--- src/rtl/mac_requantizer.sv ---
`timescale 1ns/1ps
`default_nettype none
// ============================================================================
//  Module      : mac_requantizer
//  Description : Requantization stage behind the MAC grid. Adds a per-layer
//                bias to each 32-bit accumulator sum, applies a rounding
//                arithmetic right shift and an optional ReLU, then saturates
//                to OUT_WIDTH bits. Results are written one after another
//                into the next layer's activation memory. The datapath is a
//                three-stage pipeline; the layer runs under a start/done
//                handshake.
//  Revision    : 1.0 - initial release
// ============================================================================
module mac_requantizer #(
  parameter int ACC_WIDTH   = 32,
  parameter int OUT_WIDTH   = 16,
  parameter int SHIFT_WIDTH = 5,
  parameter int NUM_OUTPUTS = 256,
  parameter int ADDR_WIDTH  = 8
) (
  input  logic                   clk,
  input  logic                   reset,
  input  logic                   start,
  input  logic [ACC_WIDTH-1:0]   cfg_bias,
  input  logic [SHIFT_WIDTH-1:0] cfg_shift,
  input  logic                   cfg_relu,
  input  logic                   in_valid,
  output logic                   in_ready,
  input  logic [ACC_WIDTH-1:0]   in_acc,
  output logic                   wr_en,
  output logic [ADDR_WIDTH-1:0]  wr_addr,
  output logic [OUT_WIDTH-1:0]   wr_data,
  output logic                   busy,
  output logic                   done,
  output logic [15:0]            sat_count
);

  // Bias sum needs one extra bit, the rounding add one more, so neither wraps.
  localparam int SUM_W = ACC_WIDTH + 1;
  localparam int RND_W = ACC_WIDTH + 2;
  localparam int CNT_W = $clog2(NUM_OUTPUTS + 1);

  localparam logic [CNT_W-1:0] C_LAST_IDX = CNT_W'(NUM_OUTPUTS - 1);

  // Output range limits, sign-extended to the rounding width.
  localparam logic signed [RND_W-1:0] C_OUT_MAX =
    {{(RND_W-OUT_WIDTH+1){1'b0}}, {(OUT_WIDTH-1){1'b1}}};
  localparam logic signed [RND_W-1:0] C_OUT_MIN =
    {{(RND_W-OUT_WIDTH+1){1'b1}}, {(OUT_WIDTH-1){1'b0}}};

  localparam logic [15:0] C_SAT_MAX = 16'hFFFF;

  localparam logic [1:0] ST_IDLE  = 2'd0;
  localparam logic [1:0] ST_RUN   = 2'd1;
  localparam logic [1:0] ST_DRAIN = 2'd2;
  localparam logic [1:0] ST_DONE  = 2'd3;

  logic [1:0]             state_q;
  logic [1:0]             state_d;

  logic [ACC_WIDTH-1:0]   bias_q;
  logic [SHIFT_WIDTH-1:0] shift_q;
  logic                   relu_q;

  logic [CNT_W-1:0]       acc_cnt_q;
  logic [ADDR_WIDTH-1:0]  wr_cnt_q;

  logic                   s1_valid_q;
  logic [SUM_W-1:0]       s1_sum_q;
  logic                   s2_valid_q;
  logic signed [RND_W-1:0] s2_r_q;

  logic                   wr_en_q;
  logic [ADDR_WIDTH-1:0]  wr_addr_q;
  logic [OUT_WIDTH-1:0]   wr_data_q;
  logic [15:0]            sat_cnt_q;

  logic                   start_acc;
  logic                   accept;
  logic                   last_accept;
  logic                   pipe_empty;

  logic [SUM_W-1:0]       sum_w;
  logic [RND_W-1:0]       round_w;
  logic signed [RND_W-1:0] biased_w;
  logic signed [RND_W-1:0] shifted_w;
  logic [OUT_WIDTH-1:0]   result_w;
  logic                   clamped_w;

  // A start is only honoured from IDLE; elsewhere it is ignored.
  assign start_acc   = start && (state_q == ST_IDLE);
  assign accept      = in_valid && (state_q == ST_RUN);
  assign last_accept = accept && (acc_cnt_q == C_LAST_IDX);
  assign pipe_empty  = !s1_valid_q && !s2_valid_q;

  // FSM state register.
  always_ff @(posedge clk) begin
    if (reset) begin
      state_q <= ST_IDLE;
    end else begin
      state_q <= state_d;
    end
  end

  // FSM next-state logic: DRAIN ends once the last result sits in the write stage.
  always_comb begin
    state_d = state_q;
    case (state_q)
      ST_IDLE:  if (start)       state_d = ST_RUN;
      ST_RUN:   if (last_accept) state_d = ST_DRAIN;
      ST_DRAIN: if (pipe_empty)  state_d = ST_DONE;
      ST_DONE:                   state_d = ST_IDLE;
      default:                   state_d = ST_IDLE;
    endcase
  end

  // FSM outputs: busy stays high through DONE and falls together with done.
  always_comb begin
    in_ready = (state_q == ST_RUN);
    busy     = (state_q != ST_IDLE);
    done     = (state_q == ST_DONE);
  end

  // Layer configuration, captured only on an accepted start.
  always_ff @(posedge clk) begin
    if (reset) begin
      bias_q  <= '0;
      shift_q <= '0;
      relu_q  <= 1'b0;
    end else if (start_acc) begin
      bias_q  <= cfg_bias;
      shift_q <= cfg_shift;
      relu_q  <= cfg_relu;
    end
  end

  // Accept counter: determines when the run has taken NUM_OUTPUTS inputs.
  always_ff @(posedge clk) begin
    if (reset) begin
      acc_cnt_q <= '0;
    end else if (start_acc) begin
      acc_cnt_q <= '0;
    end else if (accept) begin
      acc_cnt_q <= acc_cnt_q + CNT_W'(1);
    end
  end

  // Stage 1 sum, sign-extended by one bit so it cannot overflow.
  assign sum_w = {in_acc[ACC_WIDTH-1], in_acc} + {bias_q[ACC_WIDTH-1], bias_q};

  // Stage 1 register: bias add on the accept edge.
  always_ff @(posedge clk) begin
    if (reset) begin
      s1_valid_q <= 1'b0;
      s1_sum_q   <= '0;
    end else begin
      s1_valid_q <= accept;
      if (accept) begin
        s1_sum_q <= sum_w;
      end
    end
  end

  // Rounding constant 2^(shift-1); a zero shift passes the sum through untouched.
  always_comb begin
    round_w = '0;
    if (shift_q != '0) begin
      round_w = RND_W'(1) << (shift_q - SHIFT_WIDTH'(1));
    end
  end

  // Round half toward +inf, then arithmetic shift.
  assign biased_w  = $signed({s1_sum_q[SUM_W-1], s1_sum_q}) + $signed(round_w);
  assign shifted_w = biased_w >>> shift_q;

  // Stage 2 register: rounded and shifted value.
  always_ff @(posedge clk) begin
    if (reset) begin
      s2_valid_q <= 1'b0;
      s2_r_q     <= '0;
    end else begin
      s2_valid_q <= s1_valid_q;
      if (s1_valid_q) begin
        s2_r_q <= shifted_w;
      end
    end
  end

  // ReLU takes priority and never counts as saturation; the clamp does.
  always_comb begin
    result_w  = s2_r_q[OUT_WIDTH-1:0];
    clamped_w = 1'b0;
    if (relu_q && s2_r_q[RND_W-1]) begin
      result_w = '0;
    end else if (s2_r_q > C_OUT_MAX) begin
      result_w  = C_OUT_MAX[OUT_WIDTH-1:0];
      clamped_w = 1'b1;
    end else if (s2_r_q < C_OUT_MIN) begin
      result_w  = C_OUT_MIN[OUT_WIDTH-1:0];
      clamped_w = 1'b1;
    end
  end

  // Stage 3 register: memory write port; address and data hold between writes.
  always_ff @(posedge clk) begin
    if (reset) begin
      wr_en_q   <= 1'b0;
      wr_addr_q <= '0;
      wr_data_q <= '0;
      wr_cnt_q  <= '0;
    end else begin
      wr_en_q <= s2_valid_q;
      if (start_acc) begin
        wr_cnt_q <= '0;
      end else if (s2_valid_q) begin
        wr_addr_q <= wr_cnt_q;
        wr_data_q <= result_w;
        wr_cnt_q  <= wr_cnt_q + ADDR_WIDTH'(1);
      end
    end
  end

  // Saturation counter: cleared per run, sticky at all-ones, held after done.
  always_ff @(posedge clk) begin
    if (reset) begin
      sat_cnt_q <= '0;
    end else if (start_acc) begin
      sat_cnt_q <= '0;
    end else if (s2_valid_q && clamped_w && (sat_cnt_q != C_SAT_MAX)) begin
      sat_cnt_q <= sat_cnt_q + 16'd1;
    end
  end

  assign wr_en     = wr_en_q;
  assign wr_addr   = wr_addr_q;
  assign wr_data   = wr_data_q;
  assign sat_count = sat_cnt_q;

endmodule
`default_nettype wire

--- config.mk ---
export PLATFORM = sky130hd
export DESIGN_NAME = mac_requantizer
export DESIGN_NICKNAME = d
export VERILOG_FILES = /design/src/rtl/mac_requantizer.sv
export SDC_FILE = /design/constraint.sdc
export NUM_CORES = 1
export LEC_CHECK = 0
export CAP_MARGIN = 20
export CELL_PAD_IN_SITES_DETAIL_PLACEMENT = 2
export CELL_PAD_IN_SITES_GLOBAL_PLACEMENT = 2
export CORE_MARGIN = 4
export CORE_UTILIZATION = 34
export DETAILED_ROUTE_END_ITERATION = 8
export MAX_ROUTING_LAYER = met4
export PLACE_DENSITY = 0.88
export SYNTH_ARGS = -nofsm -noshare
export SYNTH_HDL_FRONTEND = slang
export SYNTH_SLANG_ARGS = --single-unit
export TNS_END_PERCENT = 100
--- constraint.sdc ---
create_clock -name clk -period 5.11 [get_ports clk]
set_input_delay 1.022 -clock clk [delete_from_list [all_inputs] [get_ports clk]]
set_output_delay 1.022 -clock clk [all_outputs]
set_load 0.005 [all_outputs]
Word-level counts from Yosys, hierarchy flattened
Cells that the tools add are included.
- input bits: 74
- word-level logic and storage cells: 59
- output and inout port bits: 44
- flip-flop bits (word level): 167
- shift-type cells: 2
- add/subtract/negate cells: 6
- bitwise operators: 1
- equality and inequality tests: 8
- $lt $le $gt $ge: 2
- multiplexer cells: 11
- reduce and logical (&&, ||, !) cells: 15
- operator list (operator ; count):
    $mux W16 ; 3
    $add A33 B34 Y34 ; 1
    $gt A34 B16 Y1 const B ; 1
    $lt A34 B16 Y1 const B ; 1
    $mux W34 ; 1
    $shl A1 B5 Y34 const A ; 1
    $sshr A34 B5 Y34 ; 1
    $add A32 B32 Y33 ; 1
    $add A16 B1 Y16 const B ; 1
    $ne A16 B16 Y1 const B ; 1
    $add A9 B1 Y9 const B ; 1
    $eq A9 B8 Y1 const B ; 1
    $add A8 B1 Y8 const B ; 1
    $pmux W2 S4 ; 1
    $logic_and A1 B1 Y1 ; 7
    $mux W2 ; 3
    $reduce_bool A5 Y1 ; 1
    $sub A5 B1 Y5 const B ; 1
    $eq A2 B2 Y1 const B ; 2
    $ne A2 B2 Y1 const B ; 2
    $mux W1 ; 3
    $reduce_and A3 Y1 ; 1
    $eq A2 B1 Y1 const B ; 1
    $logic_not A1 Y1 ; 2
    6 further kinds ; 6

Longest topological paths before layout
Gate-level depths: netlist of the first run.
- depth after elaboration: 6
- mapped depth: 19
- depth with buffers taken out: 15

Least setup slack after synthesis of the first run
No wires, ideal clock.
- path kind: reg-to-reg
- from: register shift_q[2]
- to: register s2_r_q[2]
- required time: 5.040 ns
- setup slack: 0.847 ns
- period minus slack after synthesis: 4.263 ns
- stages on the path, launching flop included: 19
- library setup time: 0.070 ns
- arrival: 4.192 ns
- path through: dfxtp_1 -> inv_1 -> buf_1 -> buf_4 -> clkbuf_1 -> nand3_1 -> nor2_1 -> ha_1 -> buf_2 -> a21oi_1 -> nor2_1 -> a211oi_1 -> o2111ai_2 -> nand2_1 -> xor2_1 -> a221oi_2 -> mux2i_1 -> mux4_2 -> o21ai_1
- word-level cells in the longest chain between the ends: 5
- elaborated cells between the ends (all ways): 6
- classes of those cells: 2 x add/sub; 2 x shift; 1 x mux; 1 x reduce/logical
- ends and longest elaborated chain (item ; RTL line ; source):
    start, declared ; 62 ; logic [SHIFT_WIDTH-1:0] shift_q;
    start signal, assigned ; 132 ; shift_q <= cfg_shift;
    $sub A5 B1 Y5 ; 168 ; round_w = RND_W'(1) << (shift_q - SHIFT_WIDTH'(1));
    $shl A1 B5 Y34 ; 168 ;
    $mux W34 ; 167 ; if (shift_q != '0) begin
    $add A33 B34 Y34 ; 173 ; assign biased_w = $signed({s1_sum_q[SUM_W-1], s1_sum_q}) + $signed(round_w);
    $sshr A34 B5 Y34 (*) ; 174 ; assign shifted_w = biased_w >>> shift_q;
    end signal, assigned ; 184 ; s2_r_q <= shifted_w;
    end, declared ; 71 ; logic signed [RND_W-1:0] s2_r_q;
Mark *: on every way between the ends. The rest lies on a longest branch, timed or not.
A chain may end at the register's enable or synchronous reset.

Worst setup path after layout of the first run
- from: register shift_q[0]
- to: register s2_r_q[1]
The elaborated chain is that of the path after synthesis.

==> results of run 1 <==
area by class of cell:
cell class | instances | area [um2] | share of cell area [%]
clock buffers | 18 | 439 | 2.98
flip-flops and latches | 167 | 3340 | 22.7
multi-input cells | 1327 | 8500 | 57.7
repair buffers | 167 | 1560 | 10.6
well taps | 461 | 577 | 3.92
clock inverters | 14 | 178 | 1.21
inverters | 33 | 124 | 0.841
cell usage after synthesis (all sizes together) (10+ instances only):
cell type and number:
dfxtp 167, buf 39, ha 73, nand3 33
clkbuf 64, xor2 37, mux2 13, or3 16
mux2i 27, nand2 278, nand2b 13, nor2 147
a211o 10, a21oi 176, o21a 18, a21o 30
inv 30, and2 13, xnor2 36, nand4 28
a211oi 28, nor2b 11, a31oi 19, a221o 10
o211ai 19, and3 17, nor3 25, o21ai 93
logic make-up after synthesis:
family                   after synthesis
AND/OR/NAND/NOR                      621
AO/OA/AOI/OAI                        510
flip-flops                           167
buffers and inverters                136
adder cells (fa/ha/maj)               75
XOR/XNOR                              73
multiplexers                          47
other                                  1
critical path, delay by kind of cell, from the launching register on:
kind	cells	cell delay, ps
AO/OA/AOI/OAI	8	2220
adder cells (fa/ha/maj)	1	520
buffers and inverters	2	440
flip-flops	1	610
AND/OR/NAND/NOR	4	930
worst min-delay path by stage:
| stage | from | end | slack, ps | cells past startpoint |
|---|---|---|---|---|
| 6_report | wr_data[6] | wr_data[6] | 460 | 2 |
| 5_1_grt | wr_data[5] | wr_data[5] | 480 | 2 |
| 4_1_cts | wr_data[13] | wr_data[13] | 460 | 2 |
| 3_5_place_dp | wr_data[13] | wr_data[13] | 450 | 2 |
| 3_3_place_gp | wr_data[11] | wr_data[11] | 440 | 2 |
| 2_1_floorplan | s2_r_q[2] | s2_r_q[2] | 420 | 2 |
power by group through the flow:
stage          registers, uW  clock network (uW)  logic, uW
2_1_floorplan           1530                   0       1400
3_3_place_gp            1590                   0       1960
3_5_place_dp            1600                   0       2040
4_1_cts                 1570                1420       2070
5_1_grt                 1590                1470       2300
6_report                1570                1390       2110
state kept, by name, summed over array words and instances, names as in the netlist:
signal,cells
acc_cnt_q,9
bias_q,32
relu_q,1
s1_sum_q,33
s1_valid_q,1
s2_r_q,34
s2_valid_q,1
sat_count,16
shift_q,5
state_q,2
wr_addr,8
wr_cnt_q,8
wr_data,16
wr_en,1
stage by stage:
step	worst slack, ps	instances	power (uW)	cell area (um2)	hold slack, ps
4_1_cts	430	2185	5060	14700	462
2_1_floorplan	847	1630	2930	12400	422
3_3_place_gp	542	2153	3540	14100	439
3_5_place_dp	469	2153	3640	14100	451
5_1_grt	56.7	2187	5360	14700	484
6_report	312	2187	5070	14700	458
metal layers:
| metal | vias up | share of wire (%) | global-route usage, % |
|---|---|---|---|
| li1 | 6090 | - | - |
| met5 | - | 0 | - |
| met2 | 287 | 51 | 43.4 |
| met4 | 0 | 3.0 | 7.73 |
| met1 | 6498 | 43 | 28.9 |
| met3 | 86 | 3.4 | 3.00 |
==> results.py, run 1 <==
metrics = {
    "hold_path": {
        "min_path_type": "reg -> reg",
    },
    "power_and_ir_drop": {
        "power_switching_uw": 2120,
        "power.internal_uw": 2950,
        "power_leakage_uw": 0.00567,
        "p_per_area_nw_per_um2": 344,
        "pwr-share-clk_pct": 27.4,
        "seqPwrFrac_pct": 31.0,
        "peakVddDrop_mv": 0.238,
        "switching_share_pct": 41.9,
        "power_frac_comb_pct": 41.6,
    },
    "detailed_routing": {
        "wl_per_cell_um": 22.0,
        "via_per_inst": 5.93,
        "dr_total_vias": 13000,
        "drtAntennaViolNets": 0,
        "drtIter0Drc": 602,
        "first_pass_iters": 5,
        "route.detailed.drc": 0,
        "finalWirelength_mm": 48.2,
    },
    "logic_synthesis": {
        "synth_adder_area_share_pct": 7.67,
        "avgSynthCellArea_um2": 7.62,
        "ys_seq_area_share_pct": 26.9,
        "synth_edf_count": 0,
        "synthSimpleGateAreaFrac_pct": 22.7,
        "yosys_warnings": 0,
        "synth_area_um2": 12400,
        "synth_xor_area_share_pct": 5.21,
        "synth_top_area_cell": "dfxtp_1",
        "synth_top_family_by_area": "compound AO/OA/AOI/OAI gates",
        "synth.mux.area_fraction_pct": 4.65,
        "synth-seq-cells": 167,
        "synth_cell_type_count": 104,
        "mappedNetlistNets": 1779,
        "yosysTopAreaCellShare_pct": 26.9,
        "synthArstFlopShare_pct": 0,
        "synthCells": 1630,
        "synth_ff_type": "dfxtp_1",
        "yosys-top-cells-area": "dfxtp_1 (27%), nand2_1 (8.4%), ha_1 (7.4%)",
        "synth_compound_area_share_pct": 28.1,
    },
    "critical_path": {
        "worstPathMaxFanout": 12,
        "reg2reg_to": "s2_r_q[1]",
        "start_kind": "register",
        "endpoint": "s2_r_q[1]",
        "slowest_delay_ps": 610,
        "reg2reg_slack_ps": 310,
        "slowest_stage": "dfxtp_1",
        "critPathRequiredTime_ps": 5490,
        "arrival_ps": 5170,
        "end_kind": "register",
        "r2r-start": "shift_q[0]",
        "critPathLaunch": "shift_q[0]",
        "critPathKind": "reg -> reg",
        "crit_chain": "clkinv_1 > nand2_1 > buf_4 > nor2_1 > ha_1 > nand4_1 > or2_1 > a21o_1 > o21a_1 > o211a_1 > a211oi_2 > o22ai_1 > a221o_1 > a22o_1 > o21ai_0",
        "worst-r2r-cell-count": 15,
    },
    "cts": {
        "ctsHoldBuffers": 0,
        "post_cts_buffers": 0,
        "cts-resized-gates": 0,
        "numCtsBuffers": 17,
        "cts_tree": "built",
        "clk_path_buf_depth": 2,
        "h-tree-depth": 4,
        "clock_latency_ps": 460,
        "clk_pin_slew_ps": 80,
        "numClockSinks": 167,
        "ctsRootBufferMaster": "clkbuf_16",
    },
    "die": {
        "fp.dieH_um": 199,
        "die_x_um": 199,
        "core_area_um2": 35800,
        "start_util_pct": 34.7,
        "io_pins": 118,
        "rows": 69,
        "die_area_um2": 39700,
    },
    "layout": {
        "final_cell_mix": "nand2_1 (278), a21oi_1 (173), dfxtp_1 (167), nor2_1 (147), clkdlybuf4s50_1 (116)",
        "antenna_cells": 0,
        "nets": 1862,
        "areaGrowthSynthToFinish_pct": 18.5,
        "drive_gt1_share_pct": 8.52,
        "layout_commonest_cell": "nand2_1",
        "num-fill-cells": 4102,
        "fin_util_pct": 41.1,
    },
    "global_routing": {
        "gr-usage-all-layers_pct": 24.5,
        "grt_pass1_vias": 13800,
        "grt_max_degree": 72,
        "grt.overflow.total": 0,
        "grt_antenna_before_repair": 0,
        "grt_first_pass_wirelength_mm": 76.0,
    },
    "sta": {
        "setup_tns_ps": 0,
        "slew_viol_final": 0,
        "rsz0062_at_grt": "false",
        "hold_viol": 0,
        "fin_worst_skew_ps": 13.8,
        "fmax_ghz": 0.208,
        "min_period_ps": 4800,
        "tightest_slew_ps": 962,
        "finalCritPeriodShare_pct": 93.9,
        "maxSlewHeadroom_pct": 35.8,
        "setup_violations": 0,
    },
    "run": {
        "maxCapViolCount": 0,
    },
    "placement": {
        "hpwl_mm": 36.8,
        "port_buffers": 117,
        "place_congestion": 0.907,
    },
    "status": {
        "outcome": "complete, no violations",
    },
}
Note: power is estimated with default switching activity, not from simulation.
==> run 2, diff against run 1 <==
- TNS_END_PERCENT: 100 -> 5
==> results of run 2 <==
Same layout as run 1: the final DEF is identical, and so are final timing and power.
==> run 3, diff against run 2 <==
- REMOVE_ABC_BUFFERS: unset -> 1
==> run 3 against run 2 <==
Clock skew increased by 6.5 ps. Die area unchanged. Clock-buffer cell count is 1 higher. Cell count increased by 0.82%. Via count fell by 0.42%. Wire length up 2.0%. Critical endpoint is now s2_r_q[21]. Largest cell class unchanged. Highest routed layer unchanged.
==> results.py, run 3 (synthesis gave the netlist of run 1 again) <==
metrics = {
    "cts": {
        "ctsRootBufferMaster": "clkbuf_16",
        "numClockSinks": 167,
        "clk_pin_slew_ps": 70,
        "clk_path_buf_depth": 2,
        "post_cts_buffers": 0,
        "cts_tree": "built",
        "ctsHoldBuffers": 0,
        "h-tree-depth": 4,
        "numCtsBuffers": 17,
        "clock_latency_ps": 480,
        "cts-resized-gates": 0,
    },
    "placement": {
        "post-place-cells": 2173,
        "port_buffers": 117,
        "dp_slack_ps": 476,
        "place_congestion": 0.952,
        "hpwl_mm": 37.2,
    },
    "global_routing": {
        "grt.overflow.total": 0,
        "grt_antenna_before_repair": 0,
        "grt_first_pass_wirelength_mm": 78.0,
        "grt_pass1_vias": 14000,
        "gr-usage-all-layers_pct": 25.2,
        "grt_max_degree": 61,
    },
    "sta": {
        "hold_viol": 0,
        "post-route-worst-setup-slack_ps": 395,
        "min_period_ps": 4720,
        "fmax_ghz": 0.212,
        "rsz0062_at_grt": "false",
        "slew_viol_final": 0,
        "setup_violations": 0,
        "fin_worst_skew_ps": 20.4,
        "maxSlewHeadroom_pct": 29.9,
        "tightest_slew_ps": 1050,
        "finalCritPeriodShare_pct": 92.3,
    },
    "critical_path": {
        "critPathKind": "reg -> reg",
        "worstPathMaxFanout": 15,
        "crit_chain": "inv_1 > nor2_1 > nand2_1 > nor2_1 > ha_1 > buf_4 > a21oi_1 > inv_1 > a41oi_4 > o21a_1 > o21ai_0 > a211oi_2 > o22ai_1 > a221o_1 > a22o_1 > o21ai_0",
        "start_kind": "register",
        "critPathLaunch": "shift_q[2]",
        "arrival_ps": 5070,
        "reg2reg_to": "s2_r_q[21]",
        "slowest_stage": "dfxtp_1",
        "end_kind": "register",
        "r2r-start": "shift_q[2]",
        "endpoint": "s2_r_q[21]",
        "worst-r2r-cell-count": 16,
        "critPathRequiredTime_ps": 5470,
        "reg2reg_slack_ps": 390,
        "slowest_delay_ps": 690,
    },
    "detailed_routing": {
        "route.detailed.drc": 0,
        "drtAntennaViolNets": 0,
        "finalWirelength_mm": 49.1,
        "wl_per_cell_um": 22.3,
        "via_per_inst": 5.85,
        "drtIter0Drc": 583,
        "dr_total_vias": 12900,
        "first_pass_iters": 5,
    },
    "run": {
        "maxCapViolCount": 0,
    },
    "status": {
        "outcome": "complete, no violations",
    },
    "die": {
        "die_area_um2": 39700,
        "io_pins": 118,
        "rows": 69,
        "start_util_pct": 34.7,
        "fp.dieH_um": 199,
        "core_area_um2": 35800,
        "die_x_um": 199,
    },
    "layout": {
        "largest_reg_flops": 34,
        "nets": 1880,
        "reg.largest.list": "s2_r_q: 34 flops, s1_sum_q: 33 flops, bias_q: 32 flops",
        "areaGrowthSynthToFinish_pct": 19.0,
        "fin_cells": 2205,
        "drive_gt1_share_pct": 9.52,
        "antenna_cells": 0,
        "final_cell_mix": "nand2_1 (278), a21oi_1 (173), dfxtp_1 (167), nor2_1 (147), clkdlybuf4s50_1 (116)",
        "layout_commonest_cell": "nand2_1",
        "regMostFlops": "s2_r_q",
    },
    "power_and_ir_drop": {
        "p_per_area_nw_per_um2": 338,
        "peakVddDrop_mv": 0.245,
        "power_leakage_uw": 0.00573,
    },
    "hold_path": {
        "min_path_cells": 2,
        "min-delay-start": "wr_data[0]",
        "min_path_type": "reg -> reg",
    },
}
[run 3: changes by cell type in the layout (fill, tap and decap cells not counted), moves of 2 or more]
cell	previous run	this run
buf_4	50	69
clkinv_2	0	2
clkinv_8	3	0
inv_6	2	4
inv_8	5	3
[run 3: critical path: cells and delay by family (launching register included)]
family	cells	cell delay, ps
compound gates	9	2470
flops	1	690
fa+ha+maj	1	290
buf+inv	3	510
simple gates	3	630
[run 3: worst min path at each step]
stage,to,slack [ps]
2_1_floorplan,s2_r_q[2],420
3_3_place_gp,s2_r_q[2],440
3_5_place_dp,wr_data[0],450
4_1_cts,wr_data[0],460
5_1_grt,bias_q[31],490
6_report,wr_data[0],450
[run 3: final cells by class]
cell class                      count  area (um2)
Multi-Input combinational cell   1327        8500
Inverter                           33         124
Clock inverter                     13         111
Sequential cell                   167        3340
Tap cell                          461         577
Clock buffer                       19         453
Timing Repair Buffer              185        1680
Fill cell                        4124       21000
[run 3: where the power goes]
group          total [uW]  switching (uW)  internal, uW
logic                2120            1330           793
registers            1570             127          1440
clock network        1310             644           663
[run 3: through the flow]
| stage | power (uW) | instance area [um2] | hold slack, ps | TNS (ps) | util [%] |
|---|---|---|---|---|---|
| 5_1_grt | 5290 | 14800 | 485 | 0 | 41.3 |
| 2_1_floorplan | 2840 | 12000 | 422 | -1940 | - |
| 6_report | 4990 | 14800 | 453 | 0 | 41.3 |
| 3_3_place_gp | 3560 | 14200 | 437 | 0 | 39.7 |
| 3_5_place_dp | 3670 | 14200 | 451 | 0 | 39.7 |
| 4_1_cts | 5010 | 14800 | 461 | 0 | 41.3 |
[run 3: routing by layer]
| layer | wire [um] | GRT usage [%] | part of all wire [%] |
|---|---|---|---|
| met5 | 0 | - | 0 |
| met2 | 24900 | 44.3 | 51 |
| met1 | 21400 | 29.7 | 43 |
| met4 | 1230 | 7.88 | 2.5 |
| met3 | 1680 | 3.84 | 3.4 |
